===== src/rtl/maxpool2x2_engine_if.sv =====
// Handshake and buffer ports of the 2x2 max-pool layer engine.
// master = sequencer/buffer side, slave = engine side.
interface maxpool2x2_engine_if #(
    parameter int DATA_W = 32,
    parameter int IN_AW  = 6,
    parameter int OUT_AW = 4
);
    logic                     start;
    logic                     busy;
    logic                     done;
    logic                     rd_en;
    logic [IN_AW-1:0]         rd_addr;
    logic signed [DATA_W-1:0] rd_data;
    logic                     wr_en;
    logic [OUT_AW-1:0]        wr_addr;
    logic signed [DATA_W-1:0] wr_data;

    modport master (
        output start, rd_data,
        input  busy, done, rd_en, rd_addr, wr_en, wr_addr, wr_data
    );

    modport slave (
        input  start, rd_data,
        output busy, done, rd_en, rd_addr, wr_en, wr_addr, wr_data
    );
endinterface


===== src/rtl/maxpool2x2_engine.sv =====
// 2x2 stride-2 signed max pool over an IN_DIM x IN_DIM map, one window per 5 cycles.
// Optional macro MAXPOOL_FUSED_RELU_EN clamps negative pooled results to 0.
module maxpool2x2_engine #(
    parameter int DATA_W = 32,
    parameter int IN_DIM = 6,
    parameter int IN_AW  = 6,
    parameter int OUT_AW = 4
) (
    input  logic                clk,
    input  logic                rst,
    maxpool2x2_engine_if.slave  bus
);
    localparam int OUT_DIM = IN_DIM / 2;
    localparam int CW      = (OUT_DIM > 1) ? $clog2(OUT_DIM) : 1;
    localparam logic [CW-1:0] LAST = CW'(OUT_DIM - 1);

    typedef enum logic [2:0] {IDLE, RD0, RD1, RD2, RD3, COMMIT, DONE} state_t;

    state_t                   state, state_next;
    logic [CW-1:0]            win_r, win_c;
    logic signed [DATA_W-1:0] run_max;
    logic signed [DATA_W-1:0] rd_sample;
    logic signed [DATA_W-1:0] pooled;
    logic signed [DATA_W-1:0] pooled_out;
    logic [IN_AW-1:0]         win_base;
    logic [OUT_AW-1:0]        win_out_addr;

    logic [IN_AW-1:0]         rd_addr_q;
    logic [OUT_AW-1:0]        wr_addr_q;
    logic signed [DATA_W-1:0] wr_data_q;

    logic                     busy_c, done_c, rd_en_c, wr_en_c;
    logic [IN_AW-1:0]         rd_addr_c;
    logic [OUT_AW-1:0]        wr_addr_c;
    logic signed [DATA_W-1:0] wr_data_c;

    assign rd_sample    = bus.rd_data;
    assign win_base     = IN_AW'(32'(win_r) * 2 * IN_DIM + 32'(win_c) * 2);
    assign win_out_addr = OUT_AW'(32'(win_r) * OUT_DIM + 32'(win_c));

    // Strict greater-than so a tie keeps the earlier sample.
    assign pooled = (rd_sample > run_max) ? rd_sample : run_max;

`ifdef MAXPOOL_FUSED_RELU_EN
    assign pooled_out = pooled[DATA_W-1] ? '0 : pooled;
`else
    assign pooled_out = pooled;
`endif

    always_comb begin
        state_next = state;
        busy_c     = (state != IDLE);
        done_c     = 1'b0;
        rd_en_c    = 1'b0;
        wr_en_c    = 1'b0;
        rd_addr_c  = rd_addr_q;
        wr_addr_c  = wr_addr_q;
        wr_data_c  = wr_data_q;
        case (state)
            IDLE: begin
                if (bus.start) state_next = RD0;
            end
            RD0: begin
                rd_en_c    = 1'b1;
                rd_addr_c  = win_base;
                state_next = RD1;
            end
            RD1: begin
                rd_en_c    = 1'b1;
                rd_addr_c  = win_base + IN_AW'(1);
                state_next = RD2;
            end
            RD2: begin
                rd_en_c    = 1'b1;
                rd_addr_c  = win_base + IN_AW'(IN_DIM);
                state_next = RD3;
            end
            RD3: begin
                rd_en_c    = 1'b1;
                rd_addr_c  = win_base + IN_AW'(IN_DIM + 1);
                state_next = COMMIT;
            end
            COMMIT: begin
                wr_en_c    = 1'b1;
                wr_addr_c  = win_out_addr;
                wr_data_c  = pooled_out;
                state_next = (win_r == LAST && win_c == LAST) ? DONE : RD0;
            end
            DONE: begin
                done_c     = 1'b1;
                state_next = IDLE;
            end
            default: state_next = IDLE;
        endcase
    end

    // rd_data lags rd_en by one cycle, so RD1 sees element 0 and COMMIT sees element 3.
    always_ff @(posedge clk) begin
        if (rst) begin
            state     <= IDLE;
            win_r     <= '0;
            win_c     <= '0;
            run_max   <= '0;
            rd_addr_q <= '0;
            wr_addr_q <= '0;
            wr_data_q <= '0;
        end else begin
            state     <= state_next;
            rd_addr_q <= rd_addr_c;
            wr_addr_q <= wr_addr_c;
            wr_data_q <= wr_data_c;
            case (state)
                IDLE: begin
                    if (bus.start) begin
                        win_r <= '0;
                        win_c <= '0;
                    end
                end
                RD1:      run_max <= rd_sample;
                RD2, RD3: run_max <= pooled;
                COMMIT: begin
                    if (win_c == LAST) begin
                        win_c <= '0;
                        win_r <= win_r + 1'b1;
                    end else begin
                        win_c <= win_c + 1'b1;
                    end
                end
                default: ;
            endcase
        end
    end

    assign bus.busy    = busy_c;
    assign bus.done    = done_c;
    assign bus.rd_en   = rd_en_c;
    assign bus.rd_addr = rd_addr_c;
    assign bus.wr_en   = wr_en_c;
    assign bus.wr_addr = wr_addr_c;
    assign bus.wr_data = wr_data_c;
endmodule


===== src/flat_wrapper.sv =====
// flat-port wrapper written by rule: the top's interface ports become plain ports
module maxpool2x2_engine_flat 
#(
    parameter int DATA_W = 32,
    parameter int IN_DIM = 6,
    parameter int IN_AW  = 6,
    parameter int OUT_AW = 4
)
  (clk, rst, bus_start, bus_rd_data, bus_busy, bus_done, bus_rd_en, bus_rd_addr, bus_wr_en, bus_wr_addr, bus_wr_data);
  maxpool2x2_engine_if #(.DATA_W(DATA_W), .IN_AW(IN_AW), .OUT_AW(OUT_AW)) bus_i ();
  input  logic clk;
  input  logic rst;
  input wire logic [$bits(bus_i.start)-1:0] bus_start;
  input wire logic [$bits(bus_i.rd_data)-1:0] bus_rd_data;
  output wire logic [$bits(bus_i.busy)-1:0] bus_busy;
  output wire logic [$bits(bus_i.done)-1:0] bus_done;
  output wire logic [$bits(bus_i.rd_en)-1:0] bus_rd_en;
  output wire logic [$bits(bus_i.rd_addr)-1:0] bus_rd_addr;
  output wire logic [$bits(bus_i.wr_en)-1:0] bus_wr_en;
  output wire logic [$bits(bus_i.wr_addr)-1:0] bus_wr_addr;
  output wire logic [$bits(bus_i.wr_data)-1:0] bus_wr_data;
  assign bus_i.start = bus_start;
  assign bus_i.rd_data = bus_rd_data;
  assign bus_busy = bus_i.busy;
  assign bus_done = bus_i.done;
  assign bus_rd_en = bus_i.rd_en;
  assign bus_rd_addr = bus_i.rd_addr;
  assign bus_wr_en = bus_i.wr_en;
  assign bus_wr_addr = bus_i.wr_addr;
  assign bus_wr_data = bus_i.wr_data;
  maxpool2x2_engine #(.DATA_W(DATA_W), .IN_DIM(IN_DIM), .IN_AW(IN_AW), .OUT_AW(OUT_AW)) u_core (.clk(clk), .rst(rst), .bus(bus_i));
endmodule

===== config.mk =====
export PLATFORM = sky130hd
export DESIGN_NAME = maxpool2x2_engine_flat
export DESIGN_NICKNAME = d
export VERILOG_FILES = /design/src/rtl/maxpool2x2_engine_if.sv /design/src/rtl/maxpool2x2_engine.sv /design/src/flat_wrapper.sv
export SDC_FILE = /design/constraint.sdc
export NUM_CORES = 1
export LEC_CHECK = 0
export BUFFER_PORTS_ARGS = -buffer_cell sky130_fd_sc_hd__buf_2
export CORE_MARGIN = 2
export CORE_UTILIZATION = 52
export DETAILED_ROUTE_END_ITERATION = 6
export PLACE_DENSITY_LB_ADDON = 0.25
export SLEW_MARGIN = 5
export SYNTH_ARGS = -nofsm -noshare
export SYNTH_HDL_FRONTEND = slang
export SYNTH_SLANG_ARGS = --single-unit

===== constraint.sdc =====
create_clock -name clk -period 3.53 [get_ports clk]
set_input_delay 0.706 -clock clk [delete_from_list [all_inputs] [get_ports clk]]
set_output_delay 0.706 -clock clk [all_outputs]
set_load 0.03 [all_outputs]

==> flow_metrics.env, run 1 <==
export IMPL_multiInputGateArea_um2=3750
export IMPL_power_uw=2810
export IMPL_totalWireLength_um=14700
export IMPL_wl_met1_um=5860
export IMPL_met3WireLength_um=606
export IMPL_intPower_uw=1820
export IMPL_required_ns=2.82
export IMPL_cts_max_level=3
export IMPL_dieArea_um2=10300
export IMPL_regArea_um2=1660
export IMPL_dr_max_layer_used="met4"
export IMPL_drc=0
export IMPL_power_frac_clock=0.235
export IMPL_start_util=0.537
export IMPL_final_common_cell="dfxtp_1"
export IMPL_crit_chain="buf_8, ha_4, nand4_1, nor2_1, a22oi_1, or4b_4, a22o_4, a21oi_4, buf_6, buf_12, mux2i_4, a21oi_2, buf_6"
export IMPL_critPathMaxStageDelay_ns=0.52
export IMPL_hold_class="reg2reg"
export IMPL_min_period_over_period=1.14
export IMPL_p_seq_frac=0.364
export IMPL_critical_path_most_common_cell="buf_6"
export IMPL_n_antenna_cell=0
export IMPL_max_freq_mhz=248
export IMPL_arrival_ns=3.32
export IMPL_netlist_cell_type_count=40
export IMPL_hold_viol_final=0
export IMPL_drt_initial_drc_count=151
export IMPL_synth_nets=666
export IMPL_synth_compound_area_frac=0.172
export IMPL_startpoint_type="input pin"
export IMPL_area_delta_synth_final_pct=46.5
export IMPL_synth_edff_count=0
export IMPL_finalSetupViolCount=32
export IMPL_power_density_nw_per_um2=387
export IMPL_worstSetupPathType="in2out"
export IMPL_finish_utilization=0.787
export IMPL_synth_ff_type="dfxtp_1"
export IMPL_peakVddDrop_uv=240
export IMPL_cts_tree="yes"
export IMPL_nNetsFinal=793
export IMPL_seq_area_frac_synth=0.327
export IMPL_final_area_um2=7270
export IMPL_cts_sinks=81
export IMPL_grt_pass1_wl_um=21200
export IMPL_slew_violations=0
export IMPL_clk_pin_slew_ns=0.10
export IMPL_cp_max_fo=7
export IMPL_async_flop_share=0
export IMPL_io_buffer_count=80
export IMPL_fin_skew_ns=0.0163
export IMPL_gp_congestion=0.814
export IMPL_tightestPinTransition_ns=0.494
export IMPL_synth_xor_area_frac=0.00353
export IMPL_postSynthCellCount=589
export IMPL_synth_fa_ha_area_frac=0.109
export IMPL_fill_cells=568
export IMPL_cts_buffers=9
export IMPL_slew_limit_headroom=0.671
export IMPL_placementRows=35
export IMPL_met2_length_um=7830
export IMPL_die_h_um=102
export IMPL_p_sw_frac=0.355
export IMPL_core_um2=9240
export IMPL_rsz0062_at_grt="true"
export IMPL_syn_area_per_cell_um2=8.43
export IMPL_synth_top_family_by_area="simple AND/OR/NAND/NOR gates"
export IMPL_grt_ovfl_total=0
export IMPL_gr_usage_all_layers=0.261
export IMPL_vias=4810
export IMPL_ys_ff_latch=81
export IMPL_drive_gt1_frac=0.390
export IMPL_combPwrFrac=0.401
export IMPL_grt_pass1_vias=4583
export IMPL_clk_path_buf_depth=2
export IMPL_first_pass_iters=4
export IMPL_place_area_um2=5920
export IMPL_synthTopCellsByArea="dfxtp_1 (33%), mux2i_1 (13%), ha_1 (10%), nand2b_1 (8.2%), a21oi_1 (6.5%)"
export IMPL_wl_per_cell_um=17.3
export IMPL_violations="negative setup slack"
export IMPL_syn_area_um2=4960
export IMPL_max_cap_viol_count=0
export IMPL_grt_max_degree=59
export IMPL_dpl_hpwl_um=8410
export IMPL_cts_root_buffer="clkbuf_8"
export IMPL_final_cell_mix="dfxtp_1 (66), nand2b_1 (65), buf_4 (64)"
export IMPL_synth_simple_gate_area_frac=0.187
export IMPL_antenna_found_initial=0
export IMPL_leakage_uw=0.00292
export IMPL_crit_slowest_cell="or4b_4"
export IMPL_synth_area_leader_cell="dfxtp_1"
export IMPL_critPathCaptureType="primary output"
export IMPL_setup_slack_ns=-0.499
export IMPL_layout_min_cycle_time_ns=4.03
export IMPL_die_width_um=102
export IMPL_yosysWarnings=0
export IMPL_synth_top_area_frac=0.327
export IMPL_synth_mux_area_fraction=0.131
export IMPL_status="finished, violations left"
export IMPL_ant_nets=0
export IMPL_io_pins=81
export IMPL_p_sw_uw=998
export IMPL_clk_latency_ns=0.37
export IMPL_viasPerCell=5.66
[power by group through the flow]
| stage | Combinational [uW] | Clock, uW | Sequential, uW |
|---|---|---|---|
| 3_5_place_dp | 708 | 0 | 1020 |
| 5_1_grt | 1200 | 705 | 1030 |
| 6_report | 1130 | 662 | 1020 |
| 3_3_place_gp | 682 | 0 | 1020 |
| 4_1_cts | 984 | 660 | 1010 |
| 2_1_floorplan | 502 | 0 | 1010 |
[cell usage after synthesis (2+ instances only)]
cell      instances
a211oi_1         34
a21o_1            2
a21oi_1          64
a221oi_1          2
a22oi_1           2
a311oi_1          2
buf_6             6
clkbuf_1         32
dfxtp_1          81
fa_1              2
ha_1             40
inv_1            44
mux2i_1          64
nand2_1          27
nand2b_1         65
nand3_1           4
nand4_1           6
nor2_1           50
nor2b_1          15
nor3_1            7
nor3b_1           2
nor4_1            2
o211ai_1          3
o21ai_0          17
[cell families (layout without fill, tap and decap cells)]
family / count (synthesis) / in the layout
AO/OA/AOI/OAI: 137 / 137
XOR/XNOR: 2 / 2
adder cells (fa/ha/maj): 42 / 42
buffers and inverters: 82 / 214
multiplexers: 65 / 65
flip-flops: 81 / 81
AND/OR/NAND/NOR: 180 / 180
[per-layer routing]
metal | GRT usage | up-vias
met3 | 0.0545 | 37
met4 | 0.108 | 0
met2 | 0.472 | 141
li1 | - | 2313
met1 | 0.296 | 2319
met5 | 0 | -
[stage by stage]
stage	std cells	TNS [ns]	hold slack, ns	setup WS [ns]
floorplan	589	-2.54	0.444	-0.0848
global placement	809	-11.23	0.451	-0.427
detailed placement	809	-13.22	0.464	-0.481
CTS	835	-9.49	0.478	-0.345
global route	850	-17.11	0.503	-0.575
finish	850	-14.53	0.476	-0.499
[sequential cells by signal, summed over array words and instances, names as in the netlist]
signal	count
u_core.win_r	2
u_core.wr_data_q	32
u_core.wr_addr_q	4
u_core.rd_addr_q	6
u_core.win_c	2
u_core.run_max	32
u_core.state	3
[timing repair]
item	in CTS	in global routing
setup endpoints to repair	32	34
gates resized for setup	128	97
cloned	3	1
pin swaps	20	21
hold buffers	0	0
buffers inserted	7	16
[cell type report]
cell class	instances	share of cell area
clock buffer	9	0.0170
clock inverter	7	0.00757
inverter	44	0.0236
multi-input combinational	426	0.515
sequential	81	0.228
tap	129	0.0222
timing repair buffer	154	0.187
[worst max-delay path, delay by kind of cell]
family	cells	cell delay [ns]
muxes	1	0.27
buffers and inverters	4	0.56
AOI/OAI and AO/OA	4	0.72
adders and majority gates	1	0.23
and+or+nand+nor	3	0.82
[worst paths after layout]
check / start / end / slack (ns) / depth (start not counted)
worst max-delay path: bus_rd_data[29] / bus_wr_data[1] / -0.50 / 13
worst min-delay path: u_core.wr_addr_q[0]$_SDFF_PP0_ / u_core.wr_addr_q[0]$_SDFF_PP0_ / 0.48 / 2
worst max register to register: u_core.run_max[27]$_SDFFE_PP0P_ / u_core.run_max[21]$_SDFFE_PP0P_ / 0.02 / 15
worst min register to register: u_core.wr_addr_q[0]$_SDFF_PP0_ / u_core.wr_addr_q[0]$_SDFF_PP0_ / 0.48 / 2
No activity file was read; power rests on OpenSTA's default activity.
==> run 2: changes to the inputs <==
--- a/config.mk
+++ b/config.mk
@@ -7,7 +7,8 @@
 export LEC_CHECK = 0
 export BUFFER_PORTS_ARGS = -buffer_cell sky130_fd_sc_hd__buf_2
 export CORE_MARGIN = 2
-export CORE_UTILIZATION = 52
+export CORE_UTILIZATION = 58
+export CTS_BUF_LIST = sky130_fd_sc_hd__clkbuf_4 sky130_fd_sc_hd__clkbuf_8
 export DETAILED_ROUTE_END_ITERATION = 6
 export PLACE_DENSITY_LB_ADDON = 0.25
 export SLEW_MARGIN = 5
==> constraint.sdc (replaced) <==
create_clock -name clk -period 4.93 [get_ports clk]
set_input_delay 0.986 -clock clk [delete_from_list [all_inputs] [get_ports clk]]
set_output_delay 0.986 -clock clk [all_outputs]
set_load 0.03 [all_outputs]
==> flow_metrics.env, run 2 (synthesis gave the netlist of run 1 again) <==
export IMPL_setup_slack_ns=0.175
export IMPL_cts_root_buffer="clkbuf_8"
export IMPL_crit_slowest_cell="or4b_1"
export IMPL_grt_pass1_wl_um=16900
export IMPL_cts_setup_buffers=0
export IMPL_setup_tns_ns=0
export IMPL_die_width_um=96.5
export IMPL_first_pass_iters=4
export IMPL_cts_buffers=9
export IMPL_postCtsHoldBufs=0
export IMPL_viasPerCell=5.57
export IMPL_startpoint_type="input pin"
export IMPL_status="complete, no violations"
export IMPL_rsz0062_at_grt="false"
export IMPL_worstSetupPathType="in2out"
export IMPL_dieArea_um2=9310
export IMPL_min_period_over_period=0.965
export IMPL_cts_max_level=3
export IMPL_grt_max_degree=71
export IMPL_io_buffer_count=80
export IMPL_hold_class="reg2reg"
export IMPL_layout_min_cycle_time_ns=4.76
export IMPL_core_um2=8260
export IMPL_grt_ovfl_total=0
export IMPL_cts_resized=0
export IMPL_nNetsFinal=725
export IMPL_peakVddDrop_uv=192
export IMPL_final_common_cell="dfxtp_1"
export IMPL_critPathMaxStageDelay_ns=0.49
export IMPL_power_density_nw_per_um2=307
export IMPL_clk_latency_ns=0.36
export IMPL_wl_per_cell_um=14.0
export IMPL_totalWireLength_um=10600
export IMPL_reg_top3="u_core.run_max (32), u_core.wr_data_q (32), u_core.rd_addr_q (6)"
export IMPL_slew_violations=0
export IMPL_drive_gt1_frac=0.162
export IMPL_start_util=0.601
export IMPL_clk_path_buf_depth=2
export IMPL_drt_initial_drc_count=166
export IMPL_cts_sinks=81
export IMPL_dpl_hpwl_um=7660
export IMPL_max_cap_viol_count=0
export IMPL_critPathTopFamily="simple AND/OR/NAND/NOR gates"
export IMPL_hold_viol_final=0
export IMPL_grt_pass1_vias=3826
export IMPL_gp_congestion=0.847
export IMPL_dp_slack_ns=0.260
export IMPL_slew_limit_headroom=0.315
export IMPL_cp_num_buf_inv=3
export IMPL_area_delta_synth_final_pct=13.1
export IMPL_ant_nets=0
export IMPL_placementRows=33
export IMPL_critical_path_most_common_cell="buf_2"
export IMPL_crit_chain="buf_2, ha_1, nand4_1, nor4_1, a22oi_1, or4b_1, a22o_1, a21oi_4, buf_4, mux2i_1, a21oi_1, buf_2"
export IMPL_finalSetupViolCount=0
export IMPL_cp_max_fo=14
export IMPL_gr_usage_all_layers=0.231
export IMPL_arrival_ns=3.77
export IMPL_max_freq_mhz=210
export IMPL_critPathCaptureType="primary output"
export IMPL_final_cell_mix="dfxtp_1 (81), buf_2 (80), nand2b_1 (65)"
export IMPL_tightestPinTransition_ns=1.02
export IMPL_required_ns=3.94
export IMPL_cts_tree="yes"
export IMPL_drc=0
export IMPL_leakage_uw=0.00255
export IMPL_io_pins=81
export IMPL_fin_skew_ns=0.00936
export IMPL_n_antenna_cell=0
export IMPL_antenna_found_initial=0
export IMPL_die_h_um=96.5
export IMPL_clk_pin_slew_ns=0.08
export IMPL_vias=4224
[run 2: cell count changes in the layout (fill, tap and decap cells not counted), moves of 6 or more]
cell | previous run | this run
buf_6 | 43 | 0
mux2i_4 | 32 | 0
ha_1 | 27 | 40
buf_12 | 7 | 1
dfxtp_2 | 9 | 0
buf_4 | 64 | 5
a21oi_2 | 36 | 0
ha_4 | 13 | 0
mux2i_1 | 32 | 64
dfxtp_1 | 66 | 81
a21oi_1 | 27 | 64
dfxtp_4 | 6 | 0
buf_2 | 37 | 80
[run 2: cell type report]
cell class | instances | area [um^2]
multi-input combinational | 426 | 3000
fill | 713 | 2640
sequential | 81 | 1620
timing repair buffer | 86 | 458
inverter | 44 | 165
clock buffer | 12 | 159
tap | 105 | 131
clock inverter | 4 | 75.1
[run 2: worst paths after layout]
check                                                     start                        endpoint  slack (ns)  cells after the start
worst max-delay path                            bus_rd_data[31]                  bus_wr_data[0]        0.17                     12
worst min-delay path             u_core.wr_addr_q[0]$_SDFF_PP0_  u_core.wr_addr_q[0]$_SDFF_PP0_        0.47                      2
worst max register to register  u_core.run_max[31]$_SDFFE_PP0P_  u_core.run_max[7]$_SDFFE_PP0P_        0.93                     12
worst min register to register   u_core.wr_addr_q[0]$_SDFF_PP0_  u_core.wr_addr_q[0]$_SDFF_PP0_        0.47                      2
[run 2: power by group]
| part | switching, uW | total (uW) | internal (uW) |
|---|---|---|---|
| clock network | 253 | 571 | 319 |
| registers | 35.4 | 725 | 690 |
| logic | 246 | 428 | 182 |
[run 2: metrics by stage]
step                hold slack (ns)  cells  total power, uW   util  instance area (um^2)
CTS                           0.474    758             1730  0.680                  5610
detailed placement            0.463    742             1170  0.652                  5380
finish                        0.470    758             1730  0.680                  5610
floorplan                     0.444    589             1060      -                  4960
global placement              0.452    742             1150  0.652                  5380
global route                  0.504    758             1810  0.680                  5610
[run 2: worst min-delay path, cell delays in order, from the launching register on]
cell and delay (ns):
dfxtp_1 0.30, nand2_1 0.06, a21oi_1 0.06
[run 2: metal layers]
layer / track usage / up-vias / routed length (um)
met5: 0 / - / 0
met4: 0.0857 / 0 / 149
met3: 0.0434 / 13 / 424
met2: 0.392 / 73 / 5080
met1: 0.291 / 1969 / 4990
li1: - / 2169 / -
==> run 3: changes to the inputs <==
--- a/config.mk
+++ b/config.mk
@@ -6,10 +6,12 @@
 export NUM_CORES = 1
 export LEC_CHECK = 0
 export BUFFER_PORTS_ARGS = -buffer_cell sky130_fd_sc_hd__buf_2
+export CORE_ASPECT_RATIO = 0.6
 export CORE_MARGIN = 2
-export CORE_UTILIZATION = 58
+export CORE_UTILIZATION = 60
 export CTS_BUF_LIST = sky130_fd_sc_hd__clkbuf_4 sky130_fd_sc_hd__clkbuf_8
 export DETAILED_ROUTE_END_ITERATION = 6
+export MAX_ROUTING_LAYER = met4
 export PLACE_DENSITY_LB_ADDON = 0.25
 export SLEW_MARGIN = 5
 export SYNTH_ARGS = -nofsm -noshare
==> flow_metrics.env, run 3 (synthesis gave the netlist of run 1 again) <==
export IMPL_drt_initial_drc_count=260
export IMPL_power_density_nw_per_um2=308
export IMPL_grt_pass1_wl_um=18100
export IMPL_area_delta_synth_final_pct=13.3
export IMPL_ant_nets=0
export IMPL_fin_skew_ns=0.0103
export IMPL_crit_slowest_cell="or4b_1"
export IMPL_dp_slack_ns=0.318
export IMPL_hold_class="reg2reg"
export IMPL_drive_gt1_frac=0.161
export IMPL_vias=4289
export IMPL_first_pass_iters=5
export IMPL_startpoint_type="input pin"
export IMPL_nNetsFinal=724
export IMPL_finalSetupViolCount=0
export IMPL_worstSetupPathType="in2out"
export IMPL_start_util=0.625
export IMPL_antenna_found_initial=0
export IMPL_die_width_um=121
export IMPL_critPathCaptureType="primary output"
export IMPL_cts_sinks=81
export IMPL_postCtsHoldBufs=0
export IMPL_max_freq_mhz=216
export IMPL_leakage_uw=0.00256
export IMPL_cp_max_fo=25
export IMPL_finish_utilization=0.708
export IMPL_core_um2=7950
export IMPL_cts_resized=0
export IMPL_tightestPinTransition_ns=0.921
export IMPL_cp_num_buf_inv=3
export IMPL_max_cap_viol_count=0
export IMPL_min_period_over_period=0.941
export IMPL_dieArea_um2=9040
export IMPL_io_pins=81
export IMPL_critPathMaxStageDelay_ns=0.47
export IMPL_io_buffer_count=80
export IMPL_rsz0062_at_grt="false"
export IMPL_final_cell_mix="dfxtp_1 (81), buf_2 (80), nand2b_1 (65)"
export IMPL_clk_latency_ns=0.36
export IMPL_gp_congestion=0.863
export IMPL_required_ns=3.94
export IMPL_hold_viol_final=0
export IMPL_gr_usage_all_layers=0.261
export IMPL_viasPerCell=5.64
export IMPL_crit_chain="buf_2, ha_1, a21oi_1, o21ai_0, a22oi_1, or4b_1, a22o_1, a21oi_4, buf_12, mux2i_1, a21oi_1, buf_2"
export IMPL_arrival_ns=3.65
export IMPL_clk_pin_slew_ns=0.07
export IMPL_setup_tns_ns=0
export IMPL_reg_top3="u_core.run_max (32), u_core.wr_data_q (32), u_core.rd_addr_q (6)"
export IMPL_clk_path_buf_depth=2
export IMPL_grt_pass1_vias=3890
export IMPL_cts_setup_buffers=0
export IMPL_slew_limit_headroom=0.385
export IMPL_fill_cells=644
export IMPL_drc=0
export IMPL_grt_ovfl_total=0
export IMPL_status="complete, no violations"
export IMPL_cts_root_buffer="clkbuf_8"
export IMPL_n_antenna_cell=0
export IMPL_cts_buffers=9
export IMPL_slew_violations=0
export IMPL_cts_max_level=3
export IMPL_totalWireLength_um=11200
export IMPL_placementRows=25
export IMPL_power_uw=1730
export IMPL_dpl_hpwl_um=8030
export IMPL_grt_max_degree=60
export IMPL_peakVddDrop_uv=181
export IMPL_wl_per_cell_um=14.8
export IMPL_final_common_cell="dfxtp_1"
export IMPL_setup_slack_ns=0.293
export IMPL_critPathTopFamily="compound AO/OA/AOI/OAI gates"
export IMPL_layout_min_cycle_time_ns=4.64
export IMPL_die_h_um=74.5
export IMPL_cts_tree="yes"
[run 3: worst paths after layout]
check                                                      from  slack [ns]                              end  cells past startpoint
worst min-delay path             u_core.wr_addr_q[1]$_SDFF_PP0_        0.47   u_core.wr_addr_q[1]$_SDFF_PP0_                      2
worst max register to register  u_core.run_max[19]$_SDFFE_PP0P_        0.99  u_core.run_max[30]$_SDFFE_PP0P_                     12
worst max-delay path                            bus_rd_data[19]        0.29                   bus_wr_data[3]                     12
worst min register to register   u_core.wr_addr_q[1]$_SDFF_PP0_        0.47   u_core.wr_addr_q[1]$_SDFF_PP0_                      2
[run 3: worst register-to-register path: stages (launching register included)]
cell,delay (ns)
dfxtp_1,0.38
inv_1,0.06
ha_1,0.29
a21oi_1,0.15
o21ai_0,0.15
a22oi_1,0.16
or4b_1,0.47
a21oi_1,0.32
a21oi_4,0.11
buf_12,0.20
a211oi_4,0.80
buf_4,0.49
mux2i_1,0.27
[run 3: metal layers]
layer	up-vias	share of wire	global-route usage
li1	2167	-	-
met1	2004	0.50	0.340
met2	102	0.44	0.397
met3	16	0.045	0.0637
met4	0	0.015	0.0932
met5	-	0	-
[run 3: power by group]
| group | internal [uW] | total (uW) | switching, uW |
|---|---|---|---|
| sequential | 690 | 726 | 35.9 |
| clock | 331 | 568 | 238 |
| combinational | 183 | 436 | 253 |
[run 3: metrics by stage]
| stage | std cells | hold WS [ns] | cell area, um^2 |
|---|---|---|---|
| finish | 760 | 0.471 | 5620 |
| global route | 760 | 0.510 | 5620 |
| CTS | 760 | 0.474 | 5620 |
| detailed placement | 744 | 0.462 | 5390 |
| global placement | 744 | 0.452 | 5390 |
| floorplan | 589 | 0.444 | 4960 |
[run 3: final cells by class]
type	count	area (um^2)	share of cell area
tap	108	135	0.0240
inverter	44	165	0.0294
clock buffer	14	174	0.0309
clock inverter	2	60.1	0.0107
timing repair buffer	85	463	0.0823
sequential	81	1620	0.288
multi-input combinational	426	3000	0.534
